File: src/rtl/block_dispatcher.sv
// ---------------------------------------------------------------------------
// block_dispatcher
//   Hands out the (row, column) block coordinates of a blocked matrix product
//   C = A*B to a pool of block-level control units (CUs) in row-major order,
//   tracks which CUs are working, counts retired blocks and reports when the
//   whole product is complete.
//
// Parameters
//   NUM_CU  number of control units served
//   IDX_W   width of a block row / column index
//
// Ports
//   i_Clock             clock, rising edge active
//   i_Reset_n           synchronous active-low reset
//   i_Start             request to begin a product (sampled only in S_IDLE)
//   i_Block_Rows/Cols   block dimensions of C, sampled with i_Start
//   o_Indexes_Ready     per-CU offer valid (at most one bit set)
//   o_Row_Index         per-CU block row, CU c at [c*IDX_W +: IDX_W]
//   o_Column_Index      per-CU block column, same slicing
//   i_Indexes_Received  per-CU acknowledge of an offer
//   i_Result_Ready      per-CU completion of its block
//   o_Busy              high whenever the dispatcher is not idle
//   o_Done              one-cycle pulse at completion of the product
//   o_Blocks_Done       number of blocks retired in the current run
// ---------------------------------------------------------------------------
module block_dispatcher #(
    parameter int NUM_CU = 2,
    parameter int IDX_W  = 4
) (
    input  logic                    i_Clock,
    input  logic                    i_Reset_n,
    input  logic                    i_Start,
    input  logic [IDX_W-1:0]        i_Block_Rows,
    input  logic [IDX_W-1:0]        i_Block_Cols,
    output logic [NUM_CU-1:0]       o_Indexes_Ready,
    output logic [NUM_CU*IDX_W-1:0] o_Row_Index,
    output logic [NUM_CU*IDX_W-1:0] o_Column_Index,
    input  logic [NUM_CU-1:0]       i_Indexes_Received,
    input  logic [NUM_CU-1:0]       i_Result_Ready,
    output logic                    o_Busy,
    output logic                    o_Done,
    output logic [2*IDX_W-1:0]      o_Blocks_Done
);

    localparam int CNT_W = 2 * IDX_W;

    typedef enum logic [1:0] {
        S_IDLE     = 2'd0,
        S_DISPATCH = 2'd1,
        S_DRAIN    = 2'd2,
        S_DONE     = 2'd3
    } state_t;

    state_t                    state_r, state_s;
    logic [IDX_W-1:0]          rows_r, rows_s;
    logic [IDX_W-1:0]          cols_r, cols_s;
    logic [IDX_W-1:0]          cur_i_r, cur_i_s;
    logic [IDX_W-1:0]          cur_j_r, cur_j_s;
    logic [NUM_CU-1:0]         busy_r, busy_s;
    logic [NUM_CU-1:0]         ready_s;
    logic [NUM_CU*IDX_W-1:0]   row_idx_s;
    logic [NUM_CU*IDX_W-1:0]   col_idx_s;
    logic [CNT_W-1:0]          count_s;
    logic [NUM_CU-1:0]         idle_s;
    logic [NUM_CU-1:0]         pick_s;
    logic [NUM_CU-1:0]         retire_s;
    logic                      last_s;

    // Number of set bits in a CU mask, sized to the block counter.
    function automatic logic [CNT_W-1:0] count_ones(input logic [NUM_CU-1:0] mask);
        logic [CNT_W-1:0] cnt;
        cnt = {CNT_W{1'b0}};
        for (int k = 0; k < NUM_CU; k++) begin
            cnt = cnt + CNT_W'(mask[k]);
        end
        return cnt;
    endfunction

    // Candidate selection and retirement masks derived from the current busy set.
    always_comb begin
        idle_s   = ~busy_r;
        // Isolate the lowest set bit: lowest-numbered idle CU wins.
        pick_s   = idle_s & (~idle_s + NUM_CU'(1'b1));
        // A completion only counts for a CU that actually holds a block.
        retire_s = i_Result_Ready & busy_r;
        last_s   = (cur_i_r == (rows_r - IDX_W'(1'b1))) &&
                   (cur_j_r == (cols_r - IDX_W'(1'b1)));
    end

    // Next-state and next-output computation for the dispatcher FSM.
    always_comb begin
        state_s   = state_r;
        rows_s    = rows_r;
        cols_s    = cols_r;
        cur_i_s   = cur_i_r;
        cur_j_s   = cur_j_r;
        busy_s    = busy_r;
        ready_s   = o_Indexes_Ready;
        row_idx_s = o_Row_Index;
        col_idx_s = o_Column_Index;
        count_s   = o_Blocks_Done;

        case (state_r)
            S_IDLE: begin
                if (i_Start) begin
                    rows_s  = i_Block_Rows;
                    cols_s  = i_Block_Cols;
                    cur_i_s = {IDX_W{1'b0}};
                    cur_j_s = {IDX_W{1'b0}};
                    busy_s  = {NUM_CU{1'b0}};
                    count_s = {CNT_W{1'b0}};
                    if ((i_Block_Rows == {IDX_W{1'b0}}) || (i_Block_Cols == {IDX_W{1'b0}})) begin
                        state_s = S_DONE;
                    end else begin
                        state_s = S_DISPATCH;
                    end
                end else begin
                    state_s = S_IDLE;
                end
            end

            S_DISPATCH: begin
                busy_s  = busy_r & ~retire_s;
                count_s = o_Blocks_Done + count_ones(retire_s);
                if (|o_Indexes_Ready) begin
                    // Offer outstanding: hold it until the addressed CU acknowledges.
                    if (|(o_Indexes_Ready & i_Indexes_Received)) begin
                        ready_s = {NUM_CU{1'b0}};
                        busy_s  = busy_s | o_Indexes_Ready;
                        if (cur_j_r == (cols_r - IDX_W'(1'b1))) begin
                            cur_j_s = {IDX_W{1'b0}};
                            cur_i_s = cur_i_r + IDX_W'(1'b1);
                        end else begin
                            cur_j_s = cur_j_r + IDX_W'(1'b1);
                        end
                        if (last_s) begin
                            state_s = S_DRAIN;
                        end else begin
                            state_s = S_DISPATCH;
                        end
                    end else begin
                        state_s = S_DISPATCH;
                    end
                end else if (|pick_s) begin
                    // Offer uses pre-retirement busy, so a CU freed this edge waits one cycle.
                    ready_s = pick_s;
                    for (int c = 0; c < NUM_CU; c++) begin
                        if (pick_s[c]) begin
                            row_idx_s[c*IDX_W +: IDX_W] = cur_i_r;
                            col_idx_s[c*IDX_W +: IDX_W] = cur_j_r;
                        end else begin
                            row_idx_s[c*IDX_W +: IDX_W] = o_Row_Index[c*IDX_W +: IDX_W];
                            col_idx_s[c*IDX_W +: IDX_W] = o_Column_Index[c*IDX_W +: IDX_W];
                        end
                    end
                end else begin
                    state_s = S_DISPATCH;
                end
            end

            S_DRAIN: begin
                busy_s  = busy_r & ~retire_s;
                count_s = o_Blocks_Done + count_ones(retire_s);
                if (busy_s == {NUM_CU{1'b0}}) begin
                    state_s = S_DONE;
                end else begin
                    state_s = S_DRAIN;
                end
            end

            S_DONE: begin
                state_s = S_IDLE;
            end

            default: begin
                state_s = S_IDLE;
            end
        endcase
    end

    // State and registered-output update with synchronous active-low reset.
    always_ff @(posedge i_Clock) begin
        if (!i_Reset_n) begin
            state_r         <= S_IDLE;
            rows_r          <= {IDX_W{1'b0}};
            cols_r          <= {IDX_W{1'b0}};
            cur_i_r         <= {IDX_W{1'b0}};
            cur_j_r         <= {IDX_W{1'b0}};
            busy_r          <= {NUM_CU{1'b0}};
            o_Indexes_Ready <= {NUM_CU{1'b0}};
            o_Row_Index     <= {(NUM_CU*IDX_W){1'b0}};
            o_Column_Index  <= {(NUM_CU*IDX_W){1'b0}};
            o_Blocks_Done   <= {CNT_W{1'b0}};
            o_Busy          <= 1'b0;
            o_Done          <= 1'b0;
        end else begin
            state_r         <= state_s;
            rows_r          <= rows_s;
            cols_r          <= cols_s;
            cur_i_r         <= cur_i_s;
            cur_j_r         <= cur_j_s;
            busy_r          <= busy_s;
            o_Indexes_Ready <= ready_s;
            o_Row_Index     <= row_idx_s;
            o_Column_Index  <= col_idx_s;
            o_Blocks_Done   <= count_s;
            o_Busy          <= (state_s != S_IDLE);
            o_Done          <= (state_s == S_DONE);
        end
    end

endmodule
File: config.mk
export PLATFORM = sky130hd
export DESIGN_NAME = block_dispatcher
export DESIGN_NICKNAME = d
export VERILOG_FILES = /design/src/rtl/block_dispatcher.sv
export SDC_FILE = /design/constraint.sdc
export NUM_CORES = 1
export LEC_CHECK = 0
export BUFFER_PORTS_ARGS = -buffer_cell sky130_fd_sc_hd__buf_2
export CAP_MARGIN = 20
export CORE_AREA = 4 4 71 106
export DETAILED_ROUTE_END_ITERATION = 12
export DIE_AREA = 0 0 75 110
export PLACE_DENSITY_LB_ADDON = 0.25
export SKIP_CTS_REPAIR_TIMING = 1
export SLEW_MARGIN = 30
export SYNTH_ARGS = -nofsm -noshare
export SYNTH_HDL_FRONTEND = slang
export SYNTH_SLANG_ARGS = --single-unit
File: constraint.sdc
create_clock -name i_Clock -period 4.9 [get_ports i_Clock]
set_clock_uncertainty 0.2 [all_clocks]
set_input_delay 0.98 -clock i_Clock [delete_from_list [all_inputs] [get_ports i_Clock]]
set_output_delay 0.98 -clock i_Clock [all_outputs]
set_load 0.05 [all_outputs]
==> flow_results.org <==
** Synthesis
- Yosys attributes the largest share of cell area to dfxtp_1 (42%), nand2_1 (7.6%), a21boi_0 (5.9%).
- Count of distinct cell types in the synthesized netlist :: 39
- Average cell area after synthesis :: a little under 9 sq um
- Total nets after synthesis :: between 200 and 300
- In the synthesized netlist, the number of instances is 261.
- The biggest area contributor in the post-synthesis netlist is dfxtp_1.
- Share of synthesized area occupied by flip-flops and latches :: a little over two fifths
- Synth Warn # :: 0
- Proportion of netlist area held by the largest area contributor :: a little over two fifths
- Counting flops and latches in the post-synthesis netlist gives 48.
- Cell area after technology mapping :: approximately 0.0023 sq mm
- Number of enable-type register cells in the synthesized netlist :: 0
- Of all flip-flops after synthesis, the portion carrying an async set or reset was 0%.
- Among all flip-flop cells after synthesis, the most frequent one is dfxtp_1.

** Layout
- Number of fill cells :: 679
- The repair_antennas step left the layout with diodes totalling 0.
- Most common cell after layout, fill and taps aside :: dfxtp_1
- In the layout the commonest cells are dfxtp_1 (48), nand2_1 (46), buf_2 (42).
- Cells with a size suffix above 1 make up 17.9% of the layout.
- From synthesis to final layout, the design area changed by 16.9%.
- After the last flow step, the layout net total stands at around 330.
- Once layout is complete, the utilization of the core stands at roughly two fifths.
- Final standard cell area without fillers :: about 0.0027 sq mm

** Critical path
- For the worst setup path, the data arrival time is 1.10 ns.
- FF-to-FF Start :: state_r[1]
- Number of cells on the worst reg-to-reg path :: 6
- The number of buffers and inverters on the critical path is 1.
- Kind of capture point of the worst setup path :: output port
- CP Class :: flop to output port
- The endpoint identified for the worst register-to-register timing path is o_Column_Index[3].
- Critical path required time :: about 3.7 ns
- Crit path largest cell delay :: 0.48 ns
- Flop-to-flop setup slack :: around 2.7 ns
- The worst setup path is launched from a flop.
- Cell with the largest stage delay on the worst path :: dfxtp_1
- CP max FO :: 6
- Cell class contributing the biggest share of worst-path delay :: flip-flops
- Critical-path cell list :: buf_2

** Hold path
- Worst hold stages :: 2
- In this run the most critical hold path is launched from o_Column_Index[1].
- End point of the most critical hold path :: o_Column_Index[1]
- The tightest min-delay check is of the flop to flop type.

** Drt
- Summing over every cut layer, the via total after detailed routing is roughly 1900.
- Number of nets with antenna violations after routing :: 0
- Using the TritonRoute via totals, the vias-per-cell ratio works out to ~5.0.
- Routed WL per cell :: between 10 and 15 um
- Number of detailed-routing iterations run before antenna repair :: 4
- The routed design has about 5300 um of wire.
- Initial drt markers :: 90
- Final routed DRC violation total :: 0

** Floorplanning
- I/O pins :: 43
- Floorplan die area :: 0.00825 sq mm
- The die is 75 um wide.
- Die Height :: roughly 110 um
- Site row count :: 36
- Standard cell core area :: between 0.006 and 0.007 sq mm
- Initial standard-cell utilization of the core :: a little over a third

** Run
- Max-cap violations in this run came to 0.

** Timing
- Headroom to the max-slew limit came out at 40.2%.
- For the pin with the worst max-slew slack, the measured transition is 0.890 ns.
- Unrepaired setup endpoints after global routing :: false
- Period utilization :: between 40% and 50%
- Setup slack closes at 2.62 ns.
- For the final routed database, the setup TNS stands at 0 ns.
- Minimum clock period :: 2.28 ns
- Setup violations, final :: 0
- Number of slew-limit violations in the final report :: 0
- Final Hold Vio Count :: 0
- For this run, the top clock speed supported by timing is 438 MHz.

** Clock tree
- Clock insertion delay at the later pin of the skew report :: approximately 0.31 ns
- Clock tree from TritonCTS :: built
- Clock-pin slew was measured on the worst setup and hold paths at 0.10 ns.
- Number of buffers on the longest clock path :: 2
- CTS built an H-tree with a depth of 2.
- Cell at the root of the clock tree :: clkbuf_8
- CTS saw 48 sinks.
- Inserted Clock Buffers :: 5

** Power
- LEAKAGE :: about 1.1 nW
- Dividing total power by cell area gives a power density of about 300 mW/mm^2.
- IR analysis of the VDD net gives a maximum drop of between 0.00015 and 0.0002 V.
- Overall power after layout :: between 800 and 900 uW

** Global routing
- Via count of the first global-routing pass :: approximately 1800
- The number of antenna violations at the first check in global routing came to 0.
- Gr usage total :: a little over an eighth
- First-pass GRT wire length :: between 8000 and 9000 um
- Pin count of the biggest net entering global routing :: between 40 and 50
- Aggregate global routing overflow :: 0

** Placement
- At the placement stage, the worst setup path has a slack of between 2 and 2.5 ns.
- In this run the tool buffered the top-level ports with between 40 and 50 buffer cells.
- Placer Congestion :: about 0.81
- Once placement finished, the instance area stood at approximately 0.0025 sq mm.
- Post-DP HPWL :: approximately 4000 um

** Run status
- The run finished with clean final reports.
## worst max-delay path by stage
stage                                   from  depth (start not counted)  slack, ns                 end
final                     o_Indexes_Ready[0]                          1       2.62  o_Indexes_Ready[0]
after detailed placement           i_Reset_n                          5       2.29              o_Done
after CTS                 o_Indexes_Ready[0]                          1       2.61  o_Indexes_Ready[0]
after global routing              state_r[1]                          6       2.48   o_Column_Index[1]
after floorplan            i_Result_Ready[0]                          6       2.54    o_Blocks_Done[5]
after global placement             i_Reset_n                          5       2.36              o_Done
## worst reg2reg max path: stages, from the launching register on
cell	delay, ns
dfxtp_1	0.34
inv_1	0.08
ha_1	0.38
inv_1	0.15
nor4_2	0.69
nand2_1	0.11
a21boi_0	0.19
## Yosys cell counts (2+ instances only)
| cell type | n |
|---|---|
| o211ai_1 | 3 |
| a22oi_1 | 2 |
| nand2b_1 | 3 |
| xnor2_1 | 10 |
| nor4_1 | 2 |
| mux2i_1 | 10 |
| a21boi_0 | 18 |
| nor2_1 | 14 |
| and2_1 | 3 |
| ha_1 | 8 |
| o22ai_1 | 2 |
| clkbuf_1 | 7 |
| nand3_1 | 6 |
| nor3_1 | 4 |
| nand4_1 | 5 |
| o21ai_0 | 10 |
| or2_2 | 2 |
| inv_1 | 9 |
| or3_1 | 2 |
| nor2b_1 | 12 |
| nand2_1 | 46 |
| a31oi_1 | 2 |
| a22o_1 | 2 |
| xor2_1 | 10 |
| a21oi_1 | 8 |
| dfxtp_1 | 48 |
## state kept, by name (all words and copies together), names as in the netlist
| signal | cells |
|---|---|
| o_Blocks_Done | 8 |
| rows_r | 4 |
| cols_r | 4 |
| cur_j_r | 4 |
| busy_r | 2 |
| o_Busy | 1 |
| o_Row_Index | 8 |
| cur_i_r | 4 |
| o_Column_Index | 8 |
| o_Indexes_Ready | 2 |
| state_r | 2 |
| o_Done | 1 |
## layer usage
| layer | vias up | share of wire [%] | global-route usage [%] |
|---|---|---|---|
| met5 | - | 0 | 0 |
| met4 | 0 | 1.6 | 4.96 |
| met3 | 6 | 3.8 | 2.72 |
| met2 | 30 | 54 | 24.7 |
| met1 | 887 | 40 | 14.8 |
| li1 | 966 | - | - |
## through the flow
| step | hold WS, ns | instances |
|---|---|---|
| after floorplan | 0.255 | 261 |
| after global placement | 0.257 | 370 |
| after global routing | 0.294 | 378 |
| after CTS | 0.270 | 378 |
| after detailed placement | 0.255 | 370 |
| final | 0.264 | 378 |
## power breakdown
group | total, mW | switching (mW) | leakage, nW | internal, mW
sequential | 0.409 | 0.0101 | 0.389 | 0.399
clock | 0.298 | 0.144 | 0.0548 | 0.154
combinational | 0.102 | 0.0641 | 0.609 | 0.0377
## area by class of cell
| type | count | area, sq um | area share, % |
|---|---|---|---|
| clock buffers | 5 | 68.8 | 2.59 |
| repair buffers | 42 | 210 | 7.90 |
| well taps | 76 | 95.1 | 3.57 |
| inverters | 9 | 33.8 | 1.27 |
| flip-flops and latches | 48 | 961 | 36.1 |
| multi-input cells | 195 | 1240 | 46.8 |
| clock inverters | 3 | 46.3 | 1.74 |
## kinds of logic after synthesis
logic type	count (synthesis)	share of synthesized area, %
AO/OA/AOI/OAI	51	14.8
XOR/XNOR	20	7.70
adder cells (fa/ha/maj)	9	5.28
buffers and inverters	18	3.08
flip-flops	48	42.2
multiplexers	11	4.89
AND/OR/NAND/NOR	104	22.0
Note: power is estimated with default switching activity, not from simulation.
